`src/rtl/sseg_value_fmt.sv`:
```
// Two's-complement to seven-segment digit formatter: sequential double-dabble, blanking, sign, overflow.
// Optional build macro SSEG_FMT_HEX_EN adds hex_mode_i for a raw hexadecimal display.
//
// state    | meaning
// ---------+------------------------------------------------------------
// S_IDLE   | waiting for start_i; digit outputs hold the last result
// S_SHIFT  | one double-dabble iteration per clock until cnt_q is zero
// S_FORMAT | blanking/sign/overflow rules applied, outputs load, done_o pulses
module sseg_value_fmt #(
    parameter int WIDTH  = 12,
    parameter int DIGITS = 4
) (
    input  logic                  clk_i,
    input  logic                  reset_i,
    input  logic                  start_i,
    input  logic [WIDTH-1:0]      value_i,
    input  logic [DIGITS-1:0]     dp_mask_i,
`ifdef SSEG_FMT_HEX_EN
    input  logic                  hex_mode_i,
`endif
    output logic                  busy_o,
    output logic                  done_o,
    output logic [4*DIGITS-1:0]   num_o,
    output logic [DIGITS-1:0]     en_o,
    output logic [DIGITS-1:0]     dp_o,
    output logic [DIGITS-1:0]     sign_o,
    output logic                  ovf_o
);

    localparam int BW = 4 * DIGITS;
    localparam int CW = $clog2(WIDTH + 1);

    typedef enum logic [1:0] {
        S_IDLE,
        S_SHIFT,
        S_FORMAT
    } state_t;

    state_t              state_q, state_d;
    logic [CW-1:0]       cnt_q, cnt_d;
    logic [BW-1:0]       bcd_q, bcd_d;
    logic [WIDTH-1:0]    mag_q, mag_d;
    logic                neg_q, neg_d;
    logic                ovfi_q, ovfi_d;
    logic [DIGITS-1:0]   dpm_q, dpm_d;
    logic                done_q, done_d;
    logic [BW-1:0]       num_q, num_d;
    logic [DIGITS-1:0]   en_q, en_d;
    logic [DIGITS-1:0]   dp_q, dp_d;
    logic [DIGITS-1:0]   sign_q, sign_d;
    logic                ovf_q, ovf_d;

    logic [BW-1:0]       adj;
    logic [3:0]          msd, dpi, keep;
    logic                fmt_ovf;
    logic [BW-1:0]       f_num;
    logic [DIGITS-1:0]   f_en, f_dp, f_sign;

`ifdef SSEG_FMT_HEX_EN
    localparam int XW = (WIDTH > BW) ? WIDTH : BW;
    logic [XW-1:0]       val_ext;
    assign val_ext = XW'(value_i);
`endif

    always_comb begin
        adj = bcd_q;
        for (int i = 0; i < DIGITS; i++) begin
            if (bcd_q[4*i +: 4] > 4'd4) begin
                adj[4*i +: 4] = bcd_q[4*i +: 4] + 4'd3;
            end
        end
    end

    // Digits above keep are zero, so the sign digit slot never hides a value digit.
    always_comb begin
        msd = '0;
        dpi = '0;
        for (int i = 0; i < DIGITS; i++) begin
            if (bcd_q[4*i +: 4] != 4'd0) msd = 4'(i);
            if (dpm_q[i]) dpi = 4'(i);
        end
        keep    = (msd > dpi) ? msd : dpi;
        fmt_ovf = ovfi_q || (neg_q && (int'(keep) + 1 >= DIGITS));
        f_num   = bcd_q;
        f_dp    = dpm_q;
        f_en    = '0;
        f_sign  = '0;
        for (int i = 0; i < DIGITS; i++) begin
            if (i <= int'(keep)) f_en[i] = 1'b1;
            if (neg_q && (i == int'(keep) + 1)) begin
                f_en[i]         = 1'b1;
                f_sign[i]       = 1'b1;
                f_num[4*i +: 4] = 4'd0;
            end
        end
        if (fmt_ovf) begin
            f_num  = '0;
            f_en   = '1;
            f_sign = '1;
            f_dp   = '0;
        end
    end

    always_comb begin
        state_d = state_q;
        cnt_d   = cnt_q;
        bcd_d   = bcd_q;
        mag_d   = mag_q;
        neg_d   = neg_q;
        ovfi_d  = ovfi_q;
        dpm_d   = dpm_q;
        done_d  = 1'b0;
        num_d   = num_q;
        en_d    = en_q;
        dp_d    = dp_q;
        sign_d  = sign_q;
        ovf_d   = ovf_q;
        case (state_q)
            S_IDLE: begin
                if (start_i) begin
                    state_d = S_SHIFT;
                    neg_d   = value_i[WIDTH-1];
                    mag_d   = value_i[WIDTH-1] ? (~value_i + WIDTH'(1)) : value_i;
                    bcd_d   = '0;
                    cnt_d   = CW'(WIDTH);
                    dpm_d   = dp_mask_i;
                    ovfi_d  = 1'b0;
`ifdef SSEG_FMT_HEX_EN
                    // Hex loads the nibbles directly; a zero count sends SHIFT straight on to FORMAT.
                    if (hex_mode_i) begin
                        neg_d  = 1'b0;
                        bcd_d  = val_ext[BW-1:0];
                        cnt_d  = '0;
                        ovfi_d = |(val_ext >> BW);
                    end
`endif
                end
            end
            S_SHIFT: begin
                if (cnt_q == '0) begin
                    state_d = S_FORMAT;
                end else begin
                    {bcd_d, mag_d} = {adj[BW-2:0], mag_q, 1'b0};
                    ovfi_d         = ovfi_q | adj[BW-1];
                    cnt_d          = cnt_q - CW'(1);
                end
            end
            S_FORMAT: begin
                state_d = S_IDLE;
                done_d  = 1'b1;
                num_d   = f_num;
                en_d    = f_en;
                dp_d    = f_dp;
                sign_d  = f_sign;
                ovf_d   = fmt_ovf;
            end
            default: state_d = S_IDLE;
        endcase
    end

    always_ff @(posedge clk_i) begin
        if (reset_i) begin
            state_q <= S_IDLE;
            cnt_q   <= '0;
            bcd_q   <= '0;
            mag_q   <= '0;
            neg_q   <= 1'b0;
            ovfi_q  <= 1'b0;
            dpm_q   <= '0;
            done_q  <= 1'b0;
            num_q   <= '0;
            en_q    <= '0;
            dp_q    <= '0;
            sign_q  <= '0;
            ovf_q   <= 1'b0;
        end else begin
            state_q <= state_d;
            cnt_q   <= cnt_d;
            bcd_q   <= bcd_d;
            mag_q   <= mag_d;
            neg_q   <= neg_d;
            ovfi_q  <= ovfi_d;
            dpm_q   <= dpm_d;
            done_q  <= done_d;
            num_q   <= num_d;
            en_q    <= en_d;
            dp_q    <= dp_d;
            sign_q  <= sign_d;
            ovf_q   <= ovf_d;
        end
    end

    assign busy_o = (state_q != S_IDLE);
    assign done_o = done_q;
    assign num_o  = num_q;
    assign en_o   = en_q;
    assign dp_o   = dp_q;
    assign sign_o = sign_q;
    assign ovf_o  = ovf_q;

endmodule

```
`config.mk`:
```
export PLATFORM = sky130hd
export DESIGN_NAME = sseg_value_fmt
export DESIGN_NICKNAME = d
export VERILOG_FILES = /design/src/rtl/sseg_value_fmt.sv
export SDC_FILE = /design/constraint.sdc
export NUM_CORES = 1
export LEC_CHECK = 0
export ABC_CLOCK_PERIOD_IN_PS = 3250
export CAP_MARGIN = 5
export CORE_MARGIN = 2
export CORE_UTILIZATION = 54
export DETAILED_ROUTE_END_ITERATION = 12
export PLACE_DENSITY_LB_ADDON = 0.3
export SYNTH_ARGS = -nofsm -noshare
export SYNTH_HDL_FRONTEND = slang
export SYNTH_SLANG_ARGS = --single-unit
export TNS_END_PERCENT = 30
```
`constraint.sdc`:
```
create_clock -name clk_i -period 3.25 [get_ports clk_i]
set_clock_uncertainty 0.15 [all_clocks]
set_input_delay 0.65 -clock clk_i [delete_from_list [all_inputs] [get_ports clk_i]]
set_output_delay 0.65 -clock clk_i [all_outputs]
set_load 0.02 [all_outputs]
```
==> flow_metrics.env <==
export IMPL_status="complete, no violations"
export IMPL_cp_start_kind="flip-flop"
export IMPL_grt_max_degree=41
export IMPL_hold_viol_final=0
export IMPL_slew_violations=0
export IMPL_crit_top_cell="ha_1"
export IMPL_cp_arrival_ns=3.17
export IMPL_hold_depth=2
export IMPL_seq_area_frac_synth=0.412
export IMPL_first_iter_violations=162
export IMPL_dieWidth_um=83.4
export IMPL_cts_buffer_depth=2
export IMPL_power_density_nw_per_um2=527
export IMPL_start_util=0.568
export IMPL_period_minus_slack_ns=3.07
export IMPL_first_global_vias=2763
export IMPL_cts_setup_buffers=0
export IMPL_worstSetupPathType="reg2reg"
export IMPL_drive_gt1_frac=0.103
export IMPL_cts_root_buf="clkbuf_8"
export IMPL_crit_path_max_fanout=6
export IMPL_numPortBuffers=49
export IMPL_cts_buffers=9
export IMPL_dr_pass1_iters=4
export IMPL_cp_num_cells=10
export IMPL_via_per_inst=5.69
export IMPL_worst_pin_slew_ns=0.859
export IMPL_cp_slowest_cell="or3b_4"
export IMPL_synth_flop_cell="dfxtp_1"
export IMPL_crit_family="compound AO/OA/AOI/OAI gates"
export IMPL_grt_pass1_wl_mm=12.9
export IMPL_insertion_delay_ns=0.36
export IMPL_cts_num_sinks=70
export IMPL_fin_area_um2=4220
export IMPL_globalplace_congestion=0.983
export IMPL_h_tree_depth=3
export IMPL_area_growth_pct=24.1
export IMPL_place_hpwl_mm=5.44
export IMPL_antennaDiodeCount=0
export IMPL_maxCapViolations=0
export IMPL_avgSynthCellArea_um2=8.21
export IMPL_min_path_type="reg2reg"
export IMPL_crit_chain="inv_1 -> ha_1 -> or3b_4 -> nor4_2 -> ha_1 -> nand2b_4 -> a211oi_2 -> a31oi_4 -> o211a_4 -> a32o_2"
export IMPL_antenna_found_initial=0
export IMPL_crit_path_max_incr_delay_ns=0.42
export IMPL_p_leak_nw=1.57
export IMPL_wl_per_cell_um=14.7
export IMPL_dieHeight_um=83.4
export IMPL_drc_errors=0
export IMPL_path_buf_inv=1
export IMPL_cp_required_ns=3.35
export IMPL_max_slew_margin=0.427
export IMPL_r2r_cells=10
export IMPL_die_area_um2=6950
export IMPL_cp_end_kind="flip-flop"
export IMPL_place_area_um2=3960
export IMPL_overflow=0
export IMPL_vias=3071
export IMPL_synth_distinct_cells=57
export IMPL_cts_tree="yes"
export IMPL_ioPinCount=50
export IMPL_layout_nets=489
export IMPL_antenna_left=0
export IMPL_async_flop_share=0
export IMPL_finalSetupTns_ns=0
export IMPL_synth_warnings=0
export IMPL_coreArea_um2=5990
export IMPL_rsz0062_at_grt="false"
export IMPL_setup_viol=0
export IMPL_yosys_register_bits=70
export IMPL_synthTopCellsByArea="dfxtp_1 41%, nand2_1 7.0%, a21oi_1 6.9%"
export IMPL_drt_total_wl_mm=7.95
export IMPL_cts_hold_buf=0
export IMPL_synth_cells=414
export IMPL_synth_nets=443
export IMPL_ir_worst_vdd_mv=0.354
export IMPL_post_cts_resized=0
export IMPL_fin_crit_sh=0.944
export IMPL_clk_pin_slew_worst_paths_ns=0.08
export IMPL_yosysTopAreaCell="dfxtp_1"
export IMPL_clock_fmax_mhz=326
export IMPL_synth_top_area_frac=0.412
export IMPL_grtUsageTotal=0.228
export IMPL_netlist_area_um2=3400
export IMPL_rows=28
export IMPL_synth_edf_count=0
[cells in the mapped netlist, types with 2 or more instances]
| master | instances |
|---|---|
| dfxtp_1 | 70 |
| nand2_1 | 63 |
| a21oi_1 | 47 |
| nor2_1 | 36 |
| o21ai_0 | 23 |
| inv_1 | 21 |
| nand3_1 | 15 |
| clkbuf_1 | 13 |
| nor3_1 | 11 |
| xnor2_1 | 11 |
| ha_1 | 10 |
| buf_2 | 7 |
| a211oi_1 | 5 |
| a31oi_1 | 5 |
| nor2b_1 | 5 |
| nor4_1 | 5 |
| o211ai_1 | 5 |
| a21o_1 | 4 |
| a22oi_1 | 4 |
| a32o_2 | 4 |
| nand2b_1 | 4 |
| xor2_1 | 3 |
| a211o_1 | 2 |
| a32o_1 | 2 |
| buf_1 | 2 |
| nor3b_2 | 2 |
| o21a_1 | 2 |
| o31ai_1 | 2 |
| o41ai_2 | 2 |
| or4_1 | 2 |
[cells in the final DEF (no fill, tap or decap), types with 5 or more instances in the layout]
master / n
dfxtp_1: 70
nand2_1: 63
clkdlybuf4s50_1: 49
a21oi_1: 47
nor2_1: 36
o21ai_0: 23
inv_1: 21
nand3_1: 15
xnor2_1: 11
nor3_1: 11
ha_1: 10
clkbuf_8: 10
buf_4: 8
o211ai_1: 5
a31oi_1: 5
[layout make-up]
type	instances	area [um2]
Multi-Input combinational cell	300	1840
Inverter	22	85.1
Clock inverter	6	109
Sequential cell	70	1400
Clock buffer	10	138
Timing Repair Buffer	57	551
Fill cell	479	1770
Tap cell	75	93.8
[registers in the layout, indices dropped and copies added (netlist names), 4 cells and up]
signal	flops
bcd_q	16
dpm_q	4
mag_q	12
sign_o	4
en_o	4
num_o	16
cnt_q	4
dp_o	4
[logic make-up after synthesis]
kind of cell / share of synthesized area
adders and majority gates: 0.0368
and+or+nand+nor: 0.219
AOI/OAI and AO/OA: 0.244
buffers and inverters: 0.0519
DFF: 0.412
xor gates and xnor gates: 0.0361
[path summary, 6_finish.rpt]
path	from	endpoint	slack (ns)
worst min register to register	num_o[10]	num_o[10]	0.30
worst max register to register	bcd_q[8]	num_o[4]	0.18
worst min-delay path	num_o[10]	num_o[10]	0.30
worst max-delay path	bcd_q[8]	num_o[4]	0.18
[report_power, final]
group	internal (mW)	switching, mW	leakage [nW]
combinational	0.164	0.248	0.875
sequential	0.908	0.0399	0.568
clock	0.529	0.337	0.126
total	1.60	0.626	1.57
[per-layer routing]
layer	track usage	routed length, um	up-vias
li1	-	-	1545
met1	0.293	3650	1424
met2	0.359	3720	81
met3	0.0477	359	21
met4	0.121	226	0
met5	0	0	-
[worst reg2reg max path: stages (launching register included)]
cell and delay (ns):
dfxtp_1 0.34, inv_1 0.12, ha_1 0.22, or3b_4 0.42
nor4_2 0.22, ha_1 0.33, nand2b_4 0.20, a211oi_2 0.34
a31oi_4 0.07, o211a_4 0.29, a32o_2 0.26
[through the flow]
stage,instances,util,worst slack [ns],hold slack [ns],total power [mW]
after floorplan,414,-,0.302,0.283,1.24
after global routing,540,0.705,0.0483,0.323,2.32
after global placement,524,0.660,0.223,0.294,1.36
final,540,0.705,0.182,0.304,2.23
after detailed placement,524,0.660,0.0214,0.298,1.37
after CTS,540,0.702,0.0154,0.308,2.23
No activity file was read; power rests on OpenSTA's default activity.
